File: src/rtl/irq_encoder_8_3_if.sv
// Request/presentation bundle for the 8:3 interrupt priority encoder.
// The master side owns the request lines and the consumer's ready.
// The slave side is the encoder, which drives the code and its status.
interface irq_encoder_8_3_if;
    logic       E;        // request enable
    logic [7:0] d;        // request lines
    logic       ready;    // consumer accepts y when valid is high
    logic [2:0] y;        // presented index
    logic       valid;    // y is meaningful
    logic [7:0] pending;  // sticky pending requests
    logic       lost;     // request hit an already-pending line
    logic       idle;     // nothing pending and nothing presented

    modport master (
        output E, d, ready,
        input  y, valid, pending, lost, idle
    );

    modport slave (
        input  E, d, ready,
        output y, valid, pending, lost, idle
    );
endinterface

File: src/rtl/irq_encoder_8_3.sv
// Sequential 8:3 priority encoder.
// Request pulses are collected into a sticky pending register. The index of
// the highest-priority pending line is presented over valid/ready, and that
// line's pending bit clears when the code is accepted. A presented code is
// never pre-empted, and one bubble cycle separates accepted codes.
module irq_encoder_8_3 #(
    parameter int PRIO_MSB_FIRST = 1   // 1: bit 7 wins, 0: bit 0 wins
) (
    input  logic               clk,
    input  logic               rst,    // synchronous, active high
    irq_encoder_8_3_if.slave   bus
);

    typedef enum logic {
        ST_IDLE,
        ST_PRESENT
    } state_t;

    state_t     state_q;
    logic [7:0] pending_q, pending_d;
    logic [2:0] y_q;
    logic       valid_q;
    logic       lost_q, lost_d;

    logic [7:0] set_mask;
    logic [7:0] clr_mask;
    logic [2:0] top_idx;

    // Capture path: set new requests, clear the accepted line; set wins on overlap.
    always_comb begin
        // NOTE: every always_comb output gets a default first so no path can infer a latch.
        set_mask  = 8'h00;
        clr_mask  = 8'h00;
        if (bus.E) begin
            set_mask = bus.d;
        end
        if (valid_q && bus.ready) begin
            clr_mask = 8'h01 << y_q;
        end
        pending_d = (pending_q & ~clr_mask) | set_mask;
        // A pulse on the line being cleared this cycle re-arms it and is not a loss.
        lost_d    = |(set_mask & pending_q & ~clr_mask);
    end

    // Highest-priority index of the registered pending vector (this cycle's
    // arrivals are not yet eligible). Later loop hits overwrite earlier ones.
    always_comb begin
        top_idx = 3'd0;
        if (PRIO_MSB_FIRST != 0) begin
            for (int i = 0; i < 8; i++) begin
                if (pending_q[i]) top_idx = 3'(i);
            end
        end else begin
            for (int i = 7; i >= 0; i--) begin
                if (pending_q[i]) top_idx = 3'(i);
            end
        end
    end

    // Pending/lost registers and the IDLE/PRESENT presentation FSM.
    always_ff @(posedge clk) begin
        // NOTE: sequential state uses non-blocking assignments only, so every
        // register samples pre-edge values regardless of statement order.
        if (rst) begin
            pending_q <= 8'h00;
            y_q       <= 3'd0;
            valid_q   <= 1'b0;
            lost_q    <= 1'b0;
            state_q   <= ST_IDLE;
        end else begin
            pending_q <= pending_d;
            lost_q    <= lost_d;
            case (state_q)
                ST_IDLE: begin
                    if (pending_q != 8'h00) begin
                        y_q     <= top_idx;
                        valid_q <= 1'b1;
                        state_q <= ST_PRESENT;
                    end
                end
                ST_PRESENT: begin
                    // y is held until accepted; newer requests never pre-empt it.
                    if (bus.ready) begin
                        valid_q <= 1'b0;
                        state_q <= ST_IDLE;
                    end
                end
                default: begin
                    valid_q <= 1'b0;
                    state_q <= ST_IDLE;
                end
            endcase
        end
    end

    assign bus.y       = y_q;
    assign bus.valid   = valid_q;
    assign bus.pending = pending_q;
    assign bus.lost    = lost_q;
    assign bus.idle    = (pending_q == 8'h00) && !valid_q;

endmodule

File: src/flat_wrapper.sv
// flat-port wrapper written by rule: the top's interface ports become plain ports
module irq_encoder_8_3_flat 
#(
    parameter int PRIO_MSB_FIRST = 1                                  
)
  (clk, rst, bus_E, bus_d, bus_ready, bus_y, bus_valid, bus_pending, bus_lost, bus_idle);
  irq_encoder_8_3_if bus_i ();
  input  logic clk;
  input  logic rst;
  input wire logic [$bits(bus_i.E)-1:0] bus_E;
  input wire logic [$bits(bus_i.d)-1:0] bus_d;
  input wire logic [$bits(bus_i.ready)-1:0] bus_ready;
  output wire logic [$bits(bus_i.y)-1:0] bus_y;
  output wire logic [$bits(bus_i.valid)-1:0] bus_valid;
  output wire logic [$bits(bus_i.pending)-1:0] bus_pending;
  output wire logic [$bits(bus_i.lost)-1:0] bus_lost;
  output wire logic [$bits(bus_i.idle)-1:0] bus_idle;
  assign bus_i.E = bus_E;
  assign bus_i.d = bus_d;
  assign bus_i.ready = bus_ready;
  assign bus_y = bus_i.y;
  assign bus_valid = bus_i.valid;
  assign bus_pending = bus_i.pending;
  assign bus_lost = bus_i.lost;
  assign bus_idle = bus_i.idle;
  irq_encoder_8_3 #(.PRIO_MSB_FIRST(PRIO_MSB_FIRST)) u_core (.clk(clk), .rst(rst), .bus(bus_i));
endmodule
File: config.mk
export PLATFORM = sky130hd
export DESIGN_NAME = irq_encoder_8_3_flat
export DESIGN_NICKNAME = d
export VERILOG_FILES = /design/src/rtl/irq_encoder_8_3_if.sv /design/src/rtl/irq_encoder_8_3.sv /design/src/flat_wrapper.sv
export SDC_FILE = /design/constraint.sdc
export NUM_CORES = 1
export LEC_CHECK = 0
export ABC_AREA = 1
export ABC_CLOCK_PERIOD_IN_PS = 3500
export BUFFER_PORTS_ARGS = -buffer_cell sky130_fd_sc_hd__buf_4
export CORE_MARGIN = 4
export CORE_UTILIZATION = 54
export CTS_BUF_LIST = sky130_fd_sc_hd__clkbuf_8
export DETAILED_ROUTE_END_ITERATION = 16
export PLACE_DENSITY = 0.89
export RECOVER_POWER = 50
export SLEW_MARGIN = 20
export SYNTH_ARGS = -nofsm -noshare
export SYNTH_HDL_FRONTEND = slang
export SYNTH_SLANG_ARGS = --single-unit
export TNS_END_PERCENT = 1
File: constraint.sdc
create_clock -name clk -period 3.5 [get_ports clk]
set_clock_uncertainty 0.15 [all_clocks]
set_input_delay 0.175 -clock clk [delete_from_list [all_inputs] [get_ports clk]]
set_output_delay 0.175 -clock clk [all_outputs]
set_load 0.01 [all_outputs]
==> reports/results.ini, run 1 <==
[outcome]
outcome=complete, no violations

[sta]
max_freq_mhz=624
setup_viol=0
timing.final.crit_share_pct=45.8
min_period_ns=1.60
relSlewSlack_pct=84.9
setup-tns-final_ns=0
rsz0062_at_grt=false
drv_slew=0
tightestPinTransition_ns=0.225
timing.hold.ws_ns=0.0447
finalHoldViolCount=0

[route]
ant_nets=0
routedWlPerCell_um=10.7
via_per_inst=5.01
dr.first_iter.drc_count=11
wl_mm=1.75
vias=816
drc=0
firstDrtPassIters=4

[setup_path]
cp-end-kind=output port
r2r_cells=6
crit_path_top_delay_cell=dfxtp_1
crit_end=bus_idle
crit_start=u_core.bus.pending[5]
r2r-start=u_core.bus.pending[5]
cp_cell_sequence=nor2_1 -> nand4_1 -> nor2_1 -> buf_4
critPathKind=reg -> out
crit_path_frequent_cell=nor2_1
r2r_end=u_core.bus.valid
arrival_ns=1.28
critPathMaxStageDelay_ns=0.33
startpoint_type=flip-flop
worst_ep_required_time_ns=3.17
r2r_setup_slack_ns=2.13
critical_path.max_fanout=4

[global_routing]
grt_max_degree=12
grt_pass1_vias=708
grt_first_pass_wirelength_mm=2.92
grt_usage_pct=19.7
overflow=0
grt_antenna_before_repair=0

[finish]
syn2layout_area_growth_pct=25.5
final_cell_count_no_fill=163
drive_gt1_share_pct=12.2
stdcell_area_um2=918
fillers=127
nets=162
diodes=0

[floorplan]
die-area_um2=2010
dieHeight_um=44.8
start_util_pct=57.0
num_rows=13
core_um2=1280
ioPinCount=26
die_w_um=44.8

[place]
gp_congestion=0.884
dpl_cell_area_um2=930
portBuffers=25
dpl.cell_count=160
dp_hpwl_mm=1.40

[synthesis]
synthesis.area_um2=732
syn_avg_cell_area_um2=6.00
synth-warning-count=0
ys_seq_area_share_pct=38.3
ys_types=14
syn_inst=122
synth_seq_cells=14
synthesis.nets=134

[clock_network]
cts_resized=0
clk-insertion-delay-late_ns=0.24
cts_setup_buffers=0
cts_buffers=3
clock-sinks=14
max-clock-path-buffers=2
cts_tree=done
htree_levels=1
cts-root-buf=clkbuf_8
holdBufCountCts=0
clkTransAtPathRegs_ns=0.05

[min_path]
hp-class=in -> reg

[power_and_ir_drop]
power_density_nw_per_um2=449
ir_drop_mv=0.335
power_uw=412
leakage_uw=0.000460

[flow_run]
maxCapViolCount=0

synth_stat cells (all sizes together):
cell type  number  area (µm²)
nand2          41         156
nor2           24        97.6
inv            18        67.6
dfxtp          14         280
a21oi          11        55.1
o21ai           9        45.0
nand3           2        15.0
buf             1        5.00
clkbuf          1        3.75
nand4           1        6.26
power breakdown:
group | switching (µW) | leakage (µW) | internal (µW) | total (µW)
registers | 15.8 | 0.000116 | 175 | 191
logic | 56.4 | 0.000322 | 36.3 | 92.7
clock network | 52.9 | 0.0000216 | 76.0 | 129
final cells by class:
| type | count | area [µm²] | area share (%) |
|---|---|---|---|
| multi-input cells | 88 | 368 | 40.1 |
| well taps | 15 | 18.8 | 2.04 |
| inverters | 18 | 67.6 | 7.36 |
| clock buffers | 3 | 41.3 | 4.50 |
| flip-flops and latches | 14 | 280 | 30.5 |
| repair buffers | 25 | 143 | 15.5 |
per-layer routing:
metal | GRT usage, % | vias up | wire length, µm
li1 | - | 425 | -
met5 | 0 | - | 0
met1 | 23.9 | 368 | 786
met3 | 3.59 | 5 | 102
met2 | 32.7 | 18 | 825
met4 | 10.5 | 0 | 34
critical path: cells and delay by family (launching register included):
kind	cells	cell delay, ns
buffers and inverters	1	0.14
and+or+nand+nor	3	0.56
DFF	1	0.33
cell families after synthesis:
kind of cell / share of synthesized area (%)
AO/OA/AOI/OAI: 13.7
AND/OR/NAND/NOR: 37.6
flip-flops: 38.3
buffers and inverters: 10.4
worst min path at each step:
stage | slack (ns) | cells past startpoint | end | from
after global placement | 0.29 | 2 | u_core.bus.pending[5] | rst
after floorplan | 0.19 | 3 | u_core.bus.y[0] | rst
after detailed placement | 0.30 | 2 | u_core.bus.pending[4] | rst
after global routing | 0.05 | 2 | u_core.bus.pending[4] | rst
after CTS | 0.04 | 2 | u_core.bus.pending[4] | rst
final | 0.04 | 2 | u_core.bus.pending[0] | rst
per-stage QoR:
step	setup WS [ns]	util (%)
6_report	1.90	71.5
5_1_grt	1.82	71.5
4_1_cts	1.92	75.6
3_5_place_dp	2.15	72.3
3_3_place_gp	2.23	72.3
2_1_floorplan	2.25	-
registers in the layout, summed over array words and instances, names as in the netlist:
| register | flops |
|---|---|
| u_core.bus.pending | 8 |
| u_core.bus.y | 3 |
| u_core.bus.lost | 1 |
| u_core.bus.valid | 1 |
| u_core.state_q | 1 |
cell usage in the layout, fill, tap and decap left out, drive strengths merged:
cell and instances:
nor2 24, a21oi 11, clkbuf 15, o21ai 9
buf 13, dfxtp 14, inv 18, nand2 41
nand4 1, nand3 2
(Power assumes the default switching activity.)
==> run 2: changes to the inputs <==
- ABC_CLOCK_PERIOD_IN_PS: 3500 -> 1300
- CORE_UTILIZATION: 54 -> 45
- PLACE_DENSITY: 0.89 -> 0.79
- clock period: 3.5 -> 1.3 ns (I/O delays scaled with it)
==> reports/results.ini, run 2 (same netlist as run 1, synthesis figures left out) <==
[outcome]
outcome=finished, violations left
violations=negative hold slack

[setup_path]
startpoint_type=flip-flop
worst_ep_required_time_ns=1.09
cp-end-kind=output port
r2r-start=u_core.bus.pending[3]
critPathKind=reg -> out
arrival_ns=1.08
r2r_cells=7
r2r_setup_slack_ns=0.04
r2r_end=u_core.bus.y[1]
critical_path.max_fanout=2

[finish]
final_common_cell=nand2_1
stdcell_area_um2=1180
diodes=0
final_core_util_pct=77.7
nets=181
drive_gt1_share_pct=32.3
largest_reg_flops=8
syn2layout_area_growth_pct=61.7
final_cell_mix=nand2_1, buf_4, nor2_1

[floorplan]
dieHeight_um=48.3
die_w_um=48.3
ioPinCount=26
num_rows=14
die-area_um2=2340
start_util_pct=48.0
core_um2=1520

[global_routing]
grt_pass1_vias=867
grt_usage_pct=19.0
grt_first_pass_wirelength_mm=3.72
grt_max_degree=12
grt_antenna_before_repair=0
overflow=0

[route]
vias=877
firstDrtPassIters=4
drc=0
via_per_inst=4.79
dr.first_iter.drc_count=21
wl_mm=2.14
routedWlPerCell_um=11.7
ant_nets=0

[power_and_ir_drop]
power_density_nw_per_um2=1050
leakage_uw=0.000600
ir_drop_mv=0.805

[sta]
setup-tns-final_ns=0
rsz0062_at_grt=true
finalHoldViolCount=1
max_freq_mhz=774
setup_viol=0
min_period_ns=1.29
relSlewSlack_pct=86.9
timing.final.crit_share_pct=99.4
drv_slew=0
timing.hold.ws_ns=-0.00758
tightestPinTransition_ns=0.194

[place]
gp_congestion=0.895
dp_hpwl_mm=1.54
portBuffers=25
dpl_cell_area_um2=983

[min_path]
min_from=bus_E
hold_depth=3
hp-class=in -> reg
whs_endpoint=u_core.bus.pending[7]

[clock_network]
clkTransAtPathRegs_ns=0.06
cts_buffers=3
max-clock-path-buffers=2
cts_tree=done
clock-sinks=14
cts-root-buf=clkbuf_8
htree_levels=1
clk-insertion-delay-late_ns=0.25

[flow_run]
maxCapViolCount=0

==> run 2: changes by cell type in the layout (fill, tap and decap cells not counted), moves of 2 or more <==
cell,before,now
dfxtp_2,0,7
dlygate4sd3_1,0,10
nor2_4,0,4
nor2_2,0,2
buf_4,13,33
dfxtp_1,14,6
nor2_1,24,18
clkbuf_1,12,1
==> run 2: layer usage <==
metal	track usage (%)	vias up	wire [µm]
met5	0	-	0
met4	7.83	0	29
met3	4.91	5	141
met2	29.1	31	991
met1	24.9	377	980
li1	-	464	-
==> run 2: critical path: stages, from the launching register on <==
cell and delay [ns]:
dfxtp_2 0.34, nor2_4 0.11, nand4_1 0.13, nor2_1 0.12, buf_4 0.13
==> run 2: through the flow <==
stage / hold WS (ns) / instances / worst slack [ns] / power (µW)
after floorplan: 0.0812 / 122 / 0.0545 / 678
after global placement: 0.187 / 168 / 0.0168 / 819
after detailed placement: 0.191 / 168 / -0.0238 / 827
after CTS: 0.00294 / 182 / 0.00353 / 1210
after global routing: 0.0227 / 183 / -0.0837 / 1310
final: -0.00758 / 183 / 0.00727 / 1240
==> run 2: worst max path at each step <==
stage                                from              end  slack [ns]  cells past startpoint
floorplan                u_core.bus.valid  u_core.bus.lost        0.05                      7
global placement         u_core.bus.valid  u_core.bus.lost        0.02                      7
detailed placement       u_core.bus.valid  u_core.bus.lost       -0.02                      7
CTS                 u_core.bus.pending[6]         bus_idle       0.004                      4
global route        u_core.bus.pending[7]         bus_idle       -0.08                      4
finish              u_core.bus.pending[3]         bus_idle       0.007                      4
==> run 2: layout make-up <==
cell class                      count  area, µm²
Sequential cell                    14        293
Tap cell                           16       20.0
Inverter                           18       67.6
Fill cell                          98        340
Timing Repair Buffer               44        352
Clock buffer                        3       41.3
Multi-Input combinational cell     88        410
==> run 2: timing repair <==
item	CTS	global route
gates resized for setup	4	16
pin swaps	2	7
endpoints found under the setup margin	2	6
endpoints found under the hold margin	12	0
hold buffers	10	0
setup buffers	1	1
==> run 2: report_power, final <==
group	internal (µW)	switching [µW]	total [µW]
Sequential	476	51.7	528
Combinational	179	178	357
Clock	205	153	358
==> run 3: changes to the inputs <==
- ABC_CLOCK_PERIOD_IN_PS: 1300 -> 1200
- CORE_UTILIZATION: 45 -> 50
- PLACE_DENSITY: 0.79 -> 0.83
- REMOVE_ABC_BUFFERS: unset -> 1
- clock period: 1.3 -> 1.2 ns (I/O delays scaled with it)
==> reports/results.ini, run 3 <==
[outcome]
outcome=stopped before the end
stop_stage=5_1_grt
firstError=[ERROR DPL-0033] detailed placement checks failed during check placement.

[synthesis]
syn_avg_cell_area_um2=6.00
ys_types=14
ys_top_cells_by_count=nand2_1, nor2_1, inv_1
synthArstFlopShare_pct=0
ys.flop_type=dfxtp_1
synth-warning-count=0
synthTopCellsByArea=dfxtp_1, nand2_1, nor2_1
ys_seq_area_share_pct=38.3
syn_inst=122
yosysMostFrequentCell=nand2_1
synthesis.area_um2=732
synth_edf_count=0
synth_largest_area_cell=dfxtp_1
netlist.area_leader.share_pct=38.3
synth_seq_cells=14

[global_routing]
grt_antenna_before_repair=0
grt_max_degree=12

[floorplan]
num_rows=13
dieHeight_um=46.3
die_w_um=46.3
ioPinCount=26
start_util_pct=54.9

[clock_network]
clock-sinks=14
htree_levels=1
cts_buffers=3
max-clock-path-buffers=2
cts-root-buf=clkbuf_8

[sta]
grt-worst-endpoint=u_core.bus.y[1]$_SDFFE_PP0P_/D
worst_path_end_type=register input

[place]
dp_slack_ns=-0.0862
dpl.cell_count=174
portBuffers=25
dp_hpwl_mm=1.59
gp_congestion=0.815

==> run 3: kinds of logic after synthesis <==
family	synth area share [%]
AO/OA/AOI/OAI	13.7
buffers and inverters	10.4
flip-flops	38.3
AND/OR/NAND/NOR	37.6
==> run 3: repair_timing <==
action                                 CTS
buffers inserted                         2
resized for setup                        9
pin swaps                                2
endpoints found under the hold margin   12
setup endpoints to repair               10
hold buffers                            10
==> run 3: per-stage QoR <==
step,hold slack (ns),instance area (µm²)
after floorplan,-0.0209,723
after global placement,0.179,1030
after detailed placement,0.177,1030
after CTS,-0.00643,1230
==> run 4: changes to the inputs <==
- CORE_AREA: unset -> 4 4 65 67
- CORE_MARGIN: 4 -> unset
- CORE_UTILIZATION: 50 -> unset
- CTS_BUF_LIST: sky130_fd_sc_hd__clkbuf_8 -> unset
- DIE_AREA: unset -> 0 0 69 71
- PLACE_DENSITY: 0.83 -> unset
- PLACE_DENSITY_LB_ADDON: unset -> 0.15
==> reports/results.ini, run 4 (same netlist as run 1, synthesis figures left out) <==
[finish]
fillers=393
diodes=0
syn2layout_area_growth_pct=78.3
final_cell_count_no_fill=226
nets=192
drive_gt1_share_pct=35.4
largest_reg_flops=8
seqCellArea_um2=288
final_cell_mix=buf_4, nand2_1, nor2_1
final_common_cell=buf_4
multi_input_area_um2=409

[route]
routedWlPerCell_um=10.6
firstDrtPassIters=4
wl_mm=2.39
dr.first_iter.drc_count=23
ant_nets=0
vias=909
via_per_inst=4.02
drc=0

[global_routing]
grt_max_degree=12
grt_antenna_before_repair=0
grt_pass1_vias=899
overflow=0
grt_usage_pct=10.4
grt_first_pass_wirelength_mm=4.08

[sta]
relSlewSlack_pct=88.2
tightestPinTransition_ns=0.176
timing.hold.ws_ns=-0.00999
drv_slew=0
setup_viol=6
timing.final.crit_share_pct=109
max_freq_mhz=761
finalHoldViolCount=3
rsz0062_at_grt=true
finalWorstSetupSlack_ns=-0.113
min_period_ns=1.31

[floorplan]
core_um2=3630
num_rows=22
dieHeight_um=71
ioPinCount=26
die-area_um2=4900
start_util_pct=20.1
die_w_um=69

[clock_network]
max-clock-path-buffers=2
cts-root-buf=clkbuf_8
cts_tree=done
htree_levels=1
clk-insertion-delay-late_ns=0.25
clkTransAtPathRegs_ns=0.06
cts_buffers=3
clock-sinks=14

[place]
dp_slack_ns=-0.130
gp_congestion=0.782
dpl.cell_count=209
dp_hpwl_mm=1.77
portBuffers=25

[setup_path]
arrival_ns=1.10
r2r_cells=7
startpoint_type=flip-flop
r2r_end=u_core.bus.y[1]
cp-end-kind=output port
crit_start=u_core.bus.pending[5]
r2r_setup_slack_ns=-0.09
r2r-start=u_core.bus.pending[5]
critical_path.max_fanout=3
crit_end=bus_idle
worst_ep_required_time_ns=0.99
critPathKind=reg -> out

[outcome]
outcome=finished, violations left
violations=negative hold slack, negative setup slack

[min_path]
hp-class=in -> reg
min_from=bus_E
hold_depth=3

[power_and_ir_drop]
internal-power_uw=969
leakage_uw=0.000658
p_switching_uw=432
power_uw=1400
combPwrFrac_pct=31.5
power_density_nw_per_um2=1070
seqPwrFrac_pct=40.0
ir_drop_mv=0.671
p_clk_share_pct=28.4
switching_share_pct=30.8

[flow_run]
maxCapViolCount=0

==> run 4: what timing repair did <==
action	4_1_cts	5_1_grt
hold buffers	11	0
setup buffers	3	0
setup endpoints to repair	7	11
pin swaps	4	6
gates resized for setup	10	8
endpoints found under the hold margin	12	0
==> run 4: how the worst min path moves through the flow <==
stage / end
6_report: u_core.bus.pending[5]
4_1_cts: u_core.bus.pending[4]
5_1_grt: u_core.bus.pending[6]
3_5_place_dp: u_core.bus.pending[2]
2_1_floorplan: u_core.bus.lost
3_3_place_gp: u_core.bus.pending[4]
==> run 4: cell type report <==
class                           count  share of cell area [%]
Tap cell                           48                    4.60
Timing Repair Buffer               55                    33.7
Sequential cell                    14                    22.1
Clock buffer                        3                    3.16
Multi-Input combinational cell     88                    31.4
Inverter                           18                    5.18
==> run 4: power groups by stage <==
| stage | Clock (µW) | Combinational [µW] | Sequential [µW] |
|---|---|---|---|
| after floorplan | 0 | 145 | 581 |
| after global placement | 0 | 386 | 558 |
| after CTS | 405 | 440 | 557 |
| final | 398 | 442 | 561 |
| after global routing | 426 | 495 | 569 |
| after detailed placement | 0 | 383 | 559 |
==> run 4: worst max-delay path: stages, from the launching register on <==
cell,delay (ns)
dfxtp_2,0.33
nor2_4,0.13
nand4_1,0.15
nor2_1,0.12
buf_4,0.13
==> run 4: routing by layer <==
layer	wire, µm	GRT usage [%]
met5	0	0
met4	22	2.60
met3	152	4.55
met2	1070	16.3
met1	1150	13.1
==> run 4: stage by stage <==
stage | cell area, µm² | utilization [%] | TNS [ns]
after floorplan | 723 | - | -0.0307
after global placement | 1090 | 30.0 | -0.323
after detailed placement | 1090 | 30.0 | -0.462
after CTS | 1290 | 35.6 | -0.538
after global routing | 1310 | 35.9 | -1.18
final | 1310 | 35.9 | -0.457
